### src/rtl/router_pkt_tx.sv
// router_pkt_tx: buffers host payload and streams header, payload and parity to the router input port
module router_pkt_tx #(
  parameter int GAP_CYCLES = 2
) (
  input  logic        clk,
  input  logic        rst,
  input  logic [7:0]  pl_data,
  input  logic        pl_valid,
  output logic        pl_ready,
  input  logic        start,
  input  logic [1:0]  addr,
  input  logic        par_inj,
  output logic        ready,
  input  logic        busy,
  output logic [7:0]  d_out,
  output logic        pkt_valid,
  output logic        done,
  output logic        cmd_err,
  output logic [15:0] pkt_cnt
);
  typedef enum logic [2:0] {IDLE, HDR, PAYLOAD, PARITY, GAP} state_t;
  state_t state, state_n;
  logic [7:0] mem [0:63];
  logic [5:0] fill, rd_ptr, len;
  logic [7:0] par_acc;
  logic [15:0] gap_cnt;
  logic inj;
  logic wr, go, last;
  logic [5:0] fill_n;
  assign ready = state == IDLE;
  assign pl_ready = ready && fill != 6'd63;
  assign wr = pl_valid && pl_ready;
  assign fill_n = fill + 6'(wr);
  assign go = ready && start && fill_n != 6'd0;
  assign last = rd_ptr == len;
  // state register
  always_ff @(posedge clk) state <= rst ? IDLE : state_n;
  // next-state: every wire step advances only on a non-busy edge
  always_comb begin
    state_n = state;
    case (state)
      IDLE:    state_n = go ? HDR : IDLE;
      HDR:     state_n = busy ? HDR : PAYLOAD;
      PAYLOAD: state_n = (!busy && last) ? PARITY : PAYLOAD;
      PARITY:  state_n = busy ? PARITY : GAP;
      GAP:     state_n = gap_cnt == 16'd1 ? IDLE : GAP;
      default: state_n = IDLE;
    endcase
  end
  // payload storage, written only while idle
  always_ff @(posedge clk) if (wr) mem[fill] <= pl_data;
  // datapath: wire byte, parity accumulation, pointers, counters and pulses
  always_ff @(posedge clk) begin
    if (rst) begin
      d_out <= '0;
      pkt_valid <= 1'b0;
      done <= 1'b0;
      cmd_err <= 1'b0;
      pkt_cnt <= '0;
      fill <= '0;
      rd_ptr <= '0;
      len <= '0;
      par_acc <= '0;
      gap_cnt <= '0;
      inj <= 1'b0;
    end else begin
      done <= 1'b0;
      cmd_err <= ready && start && fill_n == 6'd0;
      if (state == PARITY && !busy) fill <= '0;
      else if (wr) fill <= fill_n;
      case (state)
        IDLE: if (go) begin
          len <= fill_n;
          inj <= par_inj;
          d_out <= {fill_n, addr};
          par_acc <= {fill_n, addr};
          pkt_valid <= 1'b1;
        end
        HDR: if (!busy) begin
          d_out <= mem[0];
          rd_ptr <= 6'd1;
        end
        PAYLOAD: if (!busy) begin
          par_acc <= par_acc ^ d_out;
          if (last) begin
            d_out <= par_acc ^ d_out ^ {8{inj}};
            pkt_valid <= 1'b0;
          end else begin
            d_out <= mem[rd_ptr];
            rd_ptr <= rd_ptr + 6'd1;
          end
        end
        PARITY: if (!busy) begin
          done <= 1'b1;
          pkt_cnt <= pkt_cnt + 16'd1;
          d_out <= '0;
          gap_cnt <= 16'(GAP_CYCLES);
        end
        GAP: gap_cnt <= gap_cnt - 16'd1;
        default: ;
      endcase
    end
  end
endmodule

### config.mk
export PLATFORM = sky130hd
export DESIGN_NAME = router_pkt_tx
export DESIGN_NICKNAME = d
export VERILOG_FILES = /design/src/rtl/router_pkt_tx.sv
export SDC_FILE = /design/constraint.sdc
export NUM_CORES = 1
export LEC_CHECK = 0
export ABC_AREA = 1
export CAP_MARGIN = 20
export CORE_MARGIN = 10
export CORE_UTILIZATION = 50
export CTS_CLUSTER_SIZE = 16
export DETAILED_ROUTE_END_ITERATION = 10
export PLACE_DENSITY = 0.74
export SLEW_MARGIN = 20
export SYNTH_ARGS = -nofsm -noshare
export SYNTH_HDL_FRONTEND = slang
export SYNTH_SLANG_ARGS = --single-unit
### constraint.sdc
create_clock -name clk -period 8.2 [get_ports clk]
set_input_delay 2.46 -clock clk [delete_from_list [all_inputs] [get_ports clk]]
set_output_delay 2.46 -clock clk [all_outputs]
set_load 0.02 [all_outputs]
After elaboration in Yosys (flattened, before gate mapping)
Memory sizes are Yosys's and may differ from the RTL's. A register that Yosys moved wholly into a read port is not among the register bits.
Index checks and enable logic that the tools add are counted.
{"block": "word_totals", "output_inout_bits": 29, "mem_bits_rw": 512, "register_bits": 73, "latchBits": 0, "n_memories": 1, "wordCells": 87, "romBits": 0}
{"block": "op_classes", "mul": 0, "n_shift": 0, "n_reduce_logical": 24, "addsub": 4, "n_div": 0, "magnitude_cmp": 0, "mux": 29, "bitwise_logic": 4, "n_eq_ne": 13}
{"memory": "mem", "words": 64, "width": 8, "read_ports": 2, "rd_ports_with_merged_regs": 1, "wr": 1, "line_no": "23", "source": "logic [7:0] mem [0:63];"}
{"op": "$mux W8", "count": 6}
{"op": "$pmux W16 S2", "count": 1}
{"op": "$pmux W8 S4", "count": 1}
{"op": "$mux W6", "count": 5}
{"op": "$add A16 B1 Y16 const B", "count": 1}
{"op": "$eq A16 B1 Y1 const B", "count": 1}
{"op": "$mux W16", "count": 1}
{"op": "$pmux W8 S2", "count": 1}
{"op": "$sub A16 B1 Y16 const B", "count": 1}
{"op": "$xor A8 B8 Y8", "count": 2}
{"op": "$pmux W3 S5", "count": 1}
{"op": "$pmux W6 S2", "count": 1}
{"op": "$ne A2 B2 Y1 const B", "count": 5}
{"op": "$mux W1", "count": 8}
{"op": "$reduce_and A4 Y1", "count": 2}
{"op": "$logic_and A1 B1 Y1", "count": 7}
{"op": "$add A6 B1 Y6", "count": 1}
{"op": "$add A6 B1 Y6 const B", "count": 1}
{"op": "$eq A3 B2 Y1 const B", "count": 2}
{"op": "$eq A6 B6 Y1", "count": 1}
{"op": "$logic_not A6 Y1", "count": 1}
{"op": "$mux W3", "count": 2}
{"op": "$ne A6 B6 Y1 const B", "count": 1}
{"op": "$reduce_and A2 Y1", "count": 3}
{"op": "other kinds (14)", "count": 18}

Logic depth before layout (Yosys ltp)
Gate-level depths: netlist of run 1.
{"block": "depth", "depth_word": 8, "depth_mapped": 20}

Worst setup path after synthesis of run 1
OpenSTA, ideal clock, no wires.
{"block": "synth_timing", "path_type": "input to register", "start": "input pl_valid", "end": "register d_out[3]", "arrival_ns": 4.174, "n_path_buf": 1, "cell_stages": 15, "setup_ns": 0.135, "path_slack_ns": 3.891, "cell_sequence": "nand2_1 -> clkinv_1 -> ha_1 -> ha_1 -> xnor2_1 -> inv_1 -> nor3_1 -> nand3_2 -> nand2_2 -> o21ai_2 -> inv_4 -> buf_6 -> nor2_1 -> nand2_1 -> a21oi_2"}
{"block": "synth_via", "elab_chain_cells": 6}
{"item": "start: declaration", "line_no": "8", "source": "input logic pl_valid,"}
{"item": "$logic_and A1 B1 Y1 *", "line_no": "32", "source": "assign wr = pl_valid && pl_ready;"}
{"item": "named net wr", "line_no": "28", "source": "logic wr, go, last;"}
{"item": "$add A6 B1 Y6 *", "line_no": "33", "source": "assign fill_n = fill + 6'(wr);"}
{"item": "$reduce_bool A6 Y1", "line_no": "34", "source": "assign go = ready && start && fill_n != 6'd0;"}
{"item": "$logic_and A1 B1 Y1", "line_no": "34"}
{"item": "$ne A2 B1 Y1 (no line)"}
{"item": "$reduce_and A5 Y1 (no line)"}
{"item": "end signal: assignment", "line_no": "75", "source": "d_out <= {fill_n, addr};"}
{"item": "end signal: assignment", "line_no": "80", "source": "d_out <= mem[0];"}
{"item": "end signal: assignment", "line_no": "86", "source": "d_out <= par_acc ^ d_out ^ {8{inj}};"}
{"item": "end: declaration", "line_no": "15", "source": "output logic [7:0] d_out,"}
Mark *: on every way through the listed nets, which the timed path passes. The rest lies on a longest branch. The select of a mux whose other input is x is not followed.
A chain may end at the register's enable or synchronous reset.

Final worst setup path of run 1
{"block": "layout_timing", "start": "register fill[3]", "end": "output pl_ready"}
{"block": "layout_via", "elab_chain_cells": 2}
{"item": "start: declaration", "line_no": "24", "source": "logic [5:0] fill, rd_ptr, len;"}
{"item": "start signal: assignment", "line_no": "70", "source": "else if (wr) fill <= fill_n;"}
{"item": "$ne A6 B6 Y1", "line_no": "31", "source": "assign pl_ready = ready && fill != 6'd63;"}
{"item": "$logic_and A1 B1 Y1", "line_no": "31"}
{"item": "end: declaration", "line_no": "9", "source": "output logic pl_ready,"}
No other way between the ends.

==> results.py, run 1 <==
metrics = {
    "status": {
        "outcome": "finished, final reports clean",
    },
    "final_layout": {
        "fin_nets": 2337,
        "drive_above_1_share": 0.0639,
        "fin_area_um2": 27400,
        "utilization": 0.560,
        "diodes": 0,
        "areaGrowthSynthToFinish_pct": 10.8,
    },
    "global_routing": {
        "grt_usage": 0.201,
        "gr-total-overflow": 0,
        "antenna_found_initial": 1,
        "grt_pass1_wl_mm": 94.1,
        "grt_max_degree": 188,
        "grt_pass1_vias": 16635,
    },
    "synth": {
        "synth-seq-area-share": 0.685,
        "postSynthCellCount": 2315,
        "synth-adder-area-share": 0.00303,
        "async_flop_share": 0,
        "yosysWarnings": 0,
        "synth-compound-area-share": 0.0289,
        "syn_avg_cell_area_um2": 10.7,
        "synth_edf_count": 512,
        "synth-main-ff-cell": "edfxtp_1",
        "synth.mux.area_fraction": 0,
        "synth-seq-cells": 591,
        "yosys.area_share.xor_xnor": 0.00956,
        "synth_top_family_by_area": "simple AND/OR/NAND/NOR gates",
        "yosys.area_share.simple": 0.238,
        "syn_area_um2": 24700,
        "synth_cell_type_count": 52,
    },
    "sta": {
        "setup_viol": 0,
        "tightest_slew_ns": 1.18,
        "worst_slack_ns": 3.26,
        "max_freq_mhz": 202,
        "period_needed_ns": 4.94,
        "hold_viol_final": 0,
        "fin_setup_tns_ns": 0,
        "slew_viol_final": 0,
        "slew_headroom": 0.216,
        "rsz0062_at_grt": "no",
        "fin_crit_sh": 0.603,
        "fin_skew_ns": 0.0177,
    },
    "placement": {
        "dp_worst_setup_slack_ns": 2.71,
        "gp_congestion": 0.938,
        "port_buffers": 44,
        "postPlaceCellArea_um2": 25600,
        "place_hpwl_mm": 35.7,
    },
    "die": {
        "start_util": 0.505,
        "core_area_um2": 49000,
        "fp.dieH_um": 242,
        "die_w_um": 242,
        "row_count": 81,
        "pin_count": 45,
        "die_area_um2": 58800,
    },
    "cts": {
        "cts_made_buffers": 56,
        "clkTransAtPathRegs_ns": 0.06,
        "htree_levels": 2,
        "worstSkewPairLatency_ns": 0.60,
        "cts_tree": "yes",
        "clock_tree.root_cell": "clkbuf_16",
        "post_cts_buffers": 0,
        "cts_hold_buffers": 0,
        "cts_sinks": 591,
        "cts_buffer_depth": 3,
        "cts_resized": 0,
    },
    "route": {
        "wl_met1_mm": 24.7,
        "met3_length_mm": 5.82,
        "first_iter_violations": 1996,
        "first_pass_iters": 6,
        "route.detailed.drc": 0,
        "via_count": 17154,
        "antenna_left": 0,
        "wl_met2_mm": 28.0,
        "vias_per_cell": 5.67,
        "route.top_layer_used": "met5",
        "avgRoutedWirePerCell_um": 20.0,
        "wl_mm": 60.4,
    },
    "job": {
        "maxCapViolCount": 0,
    },
    "critical_path": {
        "critPathKind": "flop to output port",
        "start_kind": "flop",
        "crit_fanout": 7,
        "worstPathArrival_ns": 2.48,
        "cp-end-kind": "output port",
        "cp.required_ns": 5.74,
    },
    "pwr": {
        "power.density_nw_per_um2": 242,
        "p_leak_nw": 9.81,
        "ir_worst_vdd_uv": 174,
    },
    "min_path": {
        "hold_class": "flop to flop",
    },
}
sequential cells by signal (all words and copies together), names as in the netlist, named ones only:
register and flops:
cmd_err 1, pkt_cnt 16, d_out 8, len 6
fill 6, done 1, rd_ptr 6, state 3
inj 1, mem 512, pkt_valid 1, par_acc 8
gap_cnt 16
per-layer routing:
layer  track usage  up-vias
met4        0.0690        2
met3        0.0403      147
met2         0.322      807
met5             0        -
met1         0.269     8191
li1              -     8007
cells in the mapped netlist, types with 9 or more instances:
library cell | number | share of area
a21oi_1 | 36 | 0.0073
buf_1 | 20 | 0.0030
buf_2 | 52 | 0.011
buf_4 | 10 | 0.0030
clkbuf_1 | 39 | 0.0059
dfxtp_1 | 79 | 0.064
edfxtp_1 | 512 | 0.62
inv_1 | 64 | 0.0097
inv_2 | 10 | 0.0015
nand2_1 | 731 | 0.11
nand3_1 | 467 | 0.094
nor2_1 | 129 | 0.020
o21ai_0 | 54 | 0.011
xnor2_1 | 9 | 0.0032
xor2_1 | 13 | 0.0046
final timing paths:
check	from	end	slack, ns	cells past startpoint
max	fill[3]	pl_ready	3.26	6
min	gap_cnt[9]	gap_cnt[9]	0.48	1
max reg2reg	flop	d_out[6]	4.21	14
min reg2reg	gap_cnt[9]	gap_cnt[9]	0.48	1
placed cells by master, fill, tap and decap left out, drive strengths merged, types with 2 or more instances in the layout:
cell | Yosys | routed
nor4 | 4 | 4
xor2 | 15 | 15
clkbuf | 39 | 76
o211ai | 4 | 4
clkinv | 1 | 25
o311ai | 2 | 2
a31oi | 3 | 3
nand4 | 8 | 8
inv | 75 | 75
nor3b | 3 | 3
o31ai | 6 | 6
nand3b | 3 | 3
o21ai | 57 | 57
nand3 | 469 | 469
ha | 6 | 6
a21oi | 44 | 44
dfxtp | 79 | 79
or2 | 2 | 2
o21a | 3 | 3
nor2 | 139 | 139
nand2 | 735 | 735
xnor2 | 9 | 9
bufinv | 0 | 6
nor3 | 7 | 7
buf | 83 | 20
edfxtp | 512 | 512
clkdlybuf4s50 | 0 | 36
conb | 1 | 8
metrics by stage:
step           instances  power [W]  hold slack (ns)
6_report            3026    0.00663            0.481
5_1_grt             3026    0.00686            0.495
4_1_cts             3025    0.00665            0.479
3_5_place_dp        2920    0.00412            0.466
3_3_place_gp        2919    0.00411            0.450
2_1_floorplan       2322    0.00388            0.436
area by class of cell:
cell class	count	area, um2
Clock inverter	30	299
Fill cell	4007	21500
Inverter	76	297
Multi-Input combinational cell	1533	6950
Sequential cell	591	17000
Timing Repair Buffer	57	542
Clock buffer	75	1520
Tap cell	664	831
report_power, final:
group | leakage, nW | internal (W) | switching, W | total [W]
clock network | 0.905 | 0.00149 | 0.00108 | 0.00257
logic | 3.65 | 0.000200 | 0.000504 | 0.000704
registers | 5.25 | 0.00331 | 0.0000542 | 0.00336
cell families after synthesis:
group                    Yosys count
AND/OR/NAND/NOR                 1371
other                              1
XOR/XNOR                          24
flip-flops                       591
buffers and inverters            198
AO/OA/AOI/OAI                    124
adder cells (fa/ha/maj)            6
worst max-delay path, cell delays in order (launching register included):
cell,delay [ns]
dfxtp_1,0.46
nand2_1,0.20
nor2_1,0.36
nand3_1,0.17
nand2_1,0.10
inv_1,0.06
clkdlybuf4s50_1,0.54
Power figures use the tool's default switching activity.
==> inputs of run 2 (changes only) <==
- clock period: 8.2 -> 5.2 ns (I/O delays scaled with it)
==> run 2 against run 1 <==
Register-to-register slack got worse by 2.7 ns. Largest power group unchanged. Largest cell class unchanged. Final area grew 1.6%. Clock skew decreased by 0.0072 ns. Critical path type is now input pin to flop. Global-route usage is 0.68 points higher. Core utilization up 0.91 points. Combinational power is 61% higher. Clock power rose by 72%. Final cell count increased by 1.4%. Sequential share of layout area down 1.0 points. Routed wire length rose by 3.2%. Flip-flop and latch count did not move. Die area unchanged.
==> results.py, run 2 (synthesis results as in run 1) <==
metrics = {
    "sta": {
        "fin_setup_tns_ns": 0,
        "setup_viol": 0,
        "fin_crit_sh": 0.768,
        "max_freq_mhz": 250,
        "slew_viol_final": 0,
        "rsz0062_at_grt": "no",
        "timing.hold.ws_ns": 0.478,
        "hold_viol_final": 0,
        "slew_headroom": 0.286,
        "fin_skew_ns": 0.0104,
        "period_needed_ns": 3.99,
        "tightest_slew_ns": 1.06,
    },
    "placement": {
        "place_hpwl_mm": 37.3,
        "port_buffers": 44,
        "gp_congestion": 0.896,
    },
    "global_routing": {
        "grt_usage": 0.208,
        "grt_pass1_wl_mm": 96.4,
        "antenna_found_initial": 0,
        "grt_max_degree": 159,
        "gr-total-overflow": 0,
        "grt_pass1_vias": 16643,
    },
    "die": {
        "die_area_um2": 58800,
        "die_w_um": 242,
        "start_util": 0.505,
        "pin_count": 45,
        "core_area_um2": 49000,
        "row_count": 81,
        "fp.dieH_um": 242,
    },
    "critical_path": {
        "start_kind": "input pin",
        "worstPathArrival_ns": 4.49,
        "cpMaxStageDelayCell": "clkdlybuf4s50_1",
        "cpPeakStageDelay_ns": 0.42,
        "rrSetupSlack_ns": 1.50,
        "crit_fanout": 13,
        "path_cells": "clkdlybuf4s50_1 -> nand2_1 -> clkinv_1 -> ha_1 -> ha_1 -> xnor2_1 -> inv_1 -> nor3_1 -> nand3_2 -> nand2_2 -> nand2_1 -> nand2_2 -> inv_2 -> o21ai_1 -> a31oi_1",
        "cp.required_ns": 5.70,
        "cp-end-kind": "flop",
        "critPathKind": "input pin to flop",
    },
    "route": {
        "vias_per_cell": 5.65,
        "first_pass_iters": 6,
        "avgRoutedWirePerCell_um": 20.3,
        "first_iter_violations": 2160,
        "route.detailed.drc": 0,
        "via_count": 17336,
        "antenna_left": 0,
        "wl_mm": 62.4,
    },
    "cts": {
        "clkTransAtPathRegs_ns": 0.06,
        "post_cts_buffers": 0,
        "worstSkewPairLatency_ns": 0.62,
        "cts_tree": "yes",
        "cts_resized": 0,
        "cts_buffer_depth": 3,
        "clock_tree.root_cell": "clkbuf_16",
        "htree_levels": 2,
        "cts_sinks": 591,
        "cts_made_buffers": 59,
        "cts_hold_buffers": 0,
    },
    "job": {
        "maxCapViolCount": 0,
    },
    "final_layout": {
        "final_common_cell": "nand2_1",
        "fin_nets": 2377,
        "areaGrowthSynthToFinish_pct": 12.6,
        "final_cell_mix": "nand2_1 (731), edfxtp_1 (512), nand3_1 (467), nor2_1 (129), dfxtp_1 (76)",
        "top_regs": "mem: 512 flops, gap_cnt: 16 flops, pkt_cnt: 16 flops",
        "largest_reg_flops": 512,
        "diodes": 0,
        "regMostFlops": "mem",
        "drive_above_1_share": 0.0799,
    },
    "pwr": {
        "ir_worst_vdd_uv": 259,
        "p_leak_nw": 10.1,
        "power.density_nw_per_um2": 389,
    },
    "min_path": {
        "hold_class": "flop to flop",
    },
    "status": {
        "outcome": "finished, final reports clean",
    },
}
==> run 2: cell types whose count changed in the layout (fill, tap and decap cells not counted), sizes merged <==
cell,before,now
buf,20,58
bufinv,6,10
clkbuf,76,78
clkinv,25,18
clkinvlp,0,6
inv,75,74
==> run 2: cell type report <==
cell class	instances	area, um2
Tap cell	664	831
Inverter	76	300
Clock buffer	78	1590
Clock inverter	32	420
Sequential cell	591	17000
Fill cell	3978	21100
Multi-Input combinational cell	1533	6950
Timing Repair Buffer	94	798
==> run 2: layer usage <==
metal / global-route usage / share of wire / vias up
li1: - / - / 8086
met1: 0.278 / 0.41 / 8327
met4: 0.0736 / 0.031 / 0
met5: 0 / 0 / -
met2: 0.336 / 0.47 / 789
met3: 0.0379 / 0.090 / 134
==> run 2: worst max-delay path: cells and delay by family <==
kind	cells	cell delay [ns]
AND/OR/NAND/NOR	6	1.07
AO/OA/AOI/OAI	2	0.18
adder cells (fa/ha/maj)	2	0.53
XOR/XNOR	1	0.22
buffers and inverters	4	0.92
==> run 2: path summary, 6_finish.rpt <==
kind | startpoint | depth (start not counted) | endpoint
setup / recovery | pl_valid | 15 | par_acc[5]
hold / removal | pkt_cnt[15] | 2 | pkt_cnt[15]
setup reg to reg | fill[3] | 19 | par_acc[5]
hold reg to reg | pkt_cnt[15] | 2 | pkt_cnt[15]
==> run 2: per-stage QoR <==
stage | setup WS, ns | cells | power (W) | util | cell area, um2
2_1_floorplan | 1.79 | 2322 | 0.00611 | - | 24800
3_3_place_gp | 0.659 | 2958 | 0.00649 | 0.528 | 25800
3_5_place_dp | 0.598 | 2958 | 0.00652 | 0.528 | 25800
4_1_cts | 1.23 | 3068 | 0.0109 | 0.569 | 27900
5_1_grt | 0.864 | 3068 | 0.0112 | 0.569 | 27900
6_report | 1.21 | 3068 | 0.0108 | 0.569 | 27900
==> run 2: power breakdown <==
part	total [W]	switching (W)	internal, W
Clock	0.00441	0.00177	0.00264
Combinational	0.00113	0.000805	0.000321
Sequential	0.00530	0.0000837	0.00522
Total	0.0108	0.00266	0.00818
==> inputs of run 3 (changes only) <==
- clock period: 5.2 -> 4 ns (I/O delays scaled with it)
==> run 3 against run 2 <==
Clock power increased by 22%. Highest routed layer unchanged. Critical path depth shrank 9. Final cell count rose by 1.4%. Critical endpoint is now pl_ready.
==> results.py, run 3 (synthesis results as in run 1) <==
metrics = {
    "sta": {
        "worst_slack_ns": 0.527,
        "fin_crit_sh": 0.868,
        "fin_skew_ns": 0.0206,
        "slew_headroom": 0.191,
        "fin_setup_tns_ns": 0,
        "timing.hold.ws_ns": 0.472,
        "max_freq_mhz": 288,
        "setup_viol": 0,
        "period_needed_ns": 3.47,
        "rsz0062_at_grt": "no",
        "tightest_slew_ns": 1.21,
        "slew_viol_final": 0,
        "hold_viol_final": 0,
    },
    "route": {
        "wl_mm": 61.1,
        "vias_per_cell": 5.66,
        "first_iter_violations": 1900,
        "avgRoutedWirePerCell_um": 19.6,
        "first_pass_iters": 5,
        "via_count": 17605,
        "antenna_left": 0,
        "route.detailed.drc": 0,
    },
    "min_path": {
        "hold_class": "flop to flop",
        "hold_path.startpoint": "pkt_valid",
    },
    "cts": {
        "cts_resized": 0,
        "cts_tree": "yes",
        "htree_levels": 2,
        "clock_tree.root_cell": "clkbuf_16",
        "cts_sinks": 591,
        "cts_buffer_depth": 3,
        "cts_hold_buffers": 0,
        "post_cts_buffers": 0,
        "clkTransAtPathRegs_ns": 0.07,
        "worstSkewPairLatency_ns": 0.63,
        "cts_made_buffers": 57,
    },
    "placement": {
        "port_buffers": 44,
        "dp_worst_setup_slack_ns": 0.136,
        "gp_congestion": 0.893,
        "place_hpwl_mm": 36.8,
    },
    "pwr": {
        "p_seq_frac": 0.498,
        "switching_share": 0.253,
        "power.density_nw_per_um2": 490,
        "power_switching_w": 0.00348,
        "combPwrFrac": 0.111,
        "pwr-share-clk": 0.391,
        "p_leak_nw": 10.3,
        "ir_worst_vdd_uv": 346,
        "power.internal_w": 0.0103,
    },
    "global_routing": {
        "gr-total-overflow": 0,
        "grt_usage": 0.204,
        "grt_pass1_vias": 17175,
        "grt_pass1_wl_mm": 95.5,
        "grt_max_degree": 257,
        "antenna_found_initial": 0,
    },
    "final_layout": {
        "final_common_cell": "nand2_1",
        "largest_reg_flops": 512,
        "areaGrowthSynthToFinish_pct": 13.7,
        "fin_nets": 2420,
        "top_regs": "mem: 512 flops, gap_cnt: 16 flops, pkt_cnt: 16 flops",
        "regMostFlops": "mem",
        "final_cell_mix": "nand2_1 (731), edfxtp_1 (512), nand3_1 (467), nor2_1 (129), buf_4 (87)",
        "diodes": 0,
        "drive_above_1_share": 0.0961,
    },
    "critical_path": {
        "start_kind": "flop",
        "crit_fanout": 7,
        "cp.required_ns": 2.80,
        "critPathKind": "flop to output port",
        "worstPathArrival_ns": 2.27,
        "cp-startpoint": "fill[3]",
        "reg2reg_from": "fill[3]",
        "cp-end-kind": "output port",
    },
    "die": {
        "start_util": 0.505,
        "row_count": 81,
        "fp.dieH_um": 242,
        "die_area_um2": 58800,
        "pin_count": 45,
        "core_area_um2": 49000,
        "die_w_um": 242,
    },
    "job": {
        "maxCapViolCount": 0,
    },
    "status": {
        "outcome": "finished, final reports clean",
    },
}
-- run 3: cell types whose count changed in the layout (fill, tap and decap cells not counted), sizes merged --
cell      delta
clkinvlp     -1
clkinv       +7
inv          +5
clkbuf      -10
buf         +45
bufinv       -4
-- run 3: worst max-delay path, stage by stage (launching register included) --
cell	delay (ns)
dfxtp_1	0.45
nand2_1	0.21
nor2_1	0.19
nand3_1	0.11
nand2_1	0.08
inv_1	0.05
clkdlybuf4s50_1	0.57
-- run 3: layer usage --
layer / vias to the layer above / track usage / routed length, um
met1: 8456 / 0.263 / 24700
met2: 824 / 0.332 / 28800
met3: 150 / 0.0409 / 5470
li1: 8175 / - / -
met5: - / 0 / 0
met4: 0 / 0.0838 / 2120
-- run 3: power groups by stage --
stage	Combinational, W	Clock [W]	Sequential (W)
global route	0.00168	0.00568	0.00686
finish	0.00152	0.00539	0.00686
detailed placement	0.00151	0	0.00699
floorplan	0.000956	0	0.00699
global placement	0.00146	0	0.00699
CTS	0.00151	0.00545	0.00686
-- run 3: through the flow --
stage           util  instance area, um2  std cells  total power, W
2_1_floorplan      -               24800       2322         0.00794
3_3_place_gp   0.536               26200       3001         0.00845
3_5_place_dp   0.536               26200       3002         0.00849
5_1_grt        0.575               28100       3110          0.0142
4_1_cts        0.574               28100       3109          0.0138
6_report       0.575               28100       3110          0.0138
-- run 3: path summary, 6_finish.rpt --
check	to	slack [ns]	cells past startpoint
max	pl_ready	0.53	6
min	pkt_valid	0.47	2
max reg2reg	par_acc[1]	0.68	19
min reg2reg	pkt_valid	0.47	2
-- run 3: area by class of cell --
| cell class | instances | area [um2] |
|---|---|---|
| fill | 3922 | 20800 |
| tap | 664 | 831 |
| sequential | 591 | 17000 |
| clock inverter | 39 | 389 |
| multi-input combinational | 1533 | 6950 |
| clock buffer | 68 | 1490 |
| inverter | 76 | 295 |
| timing repair buffer | 139 | 1210 |
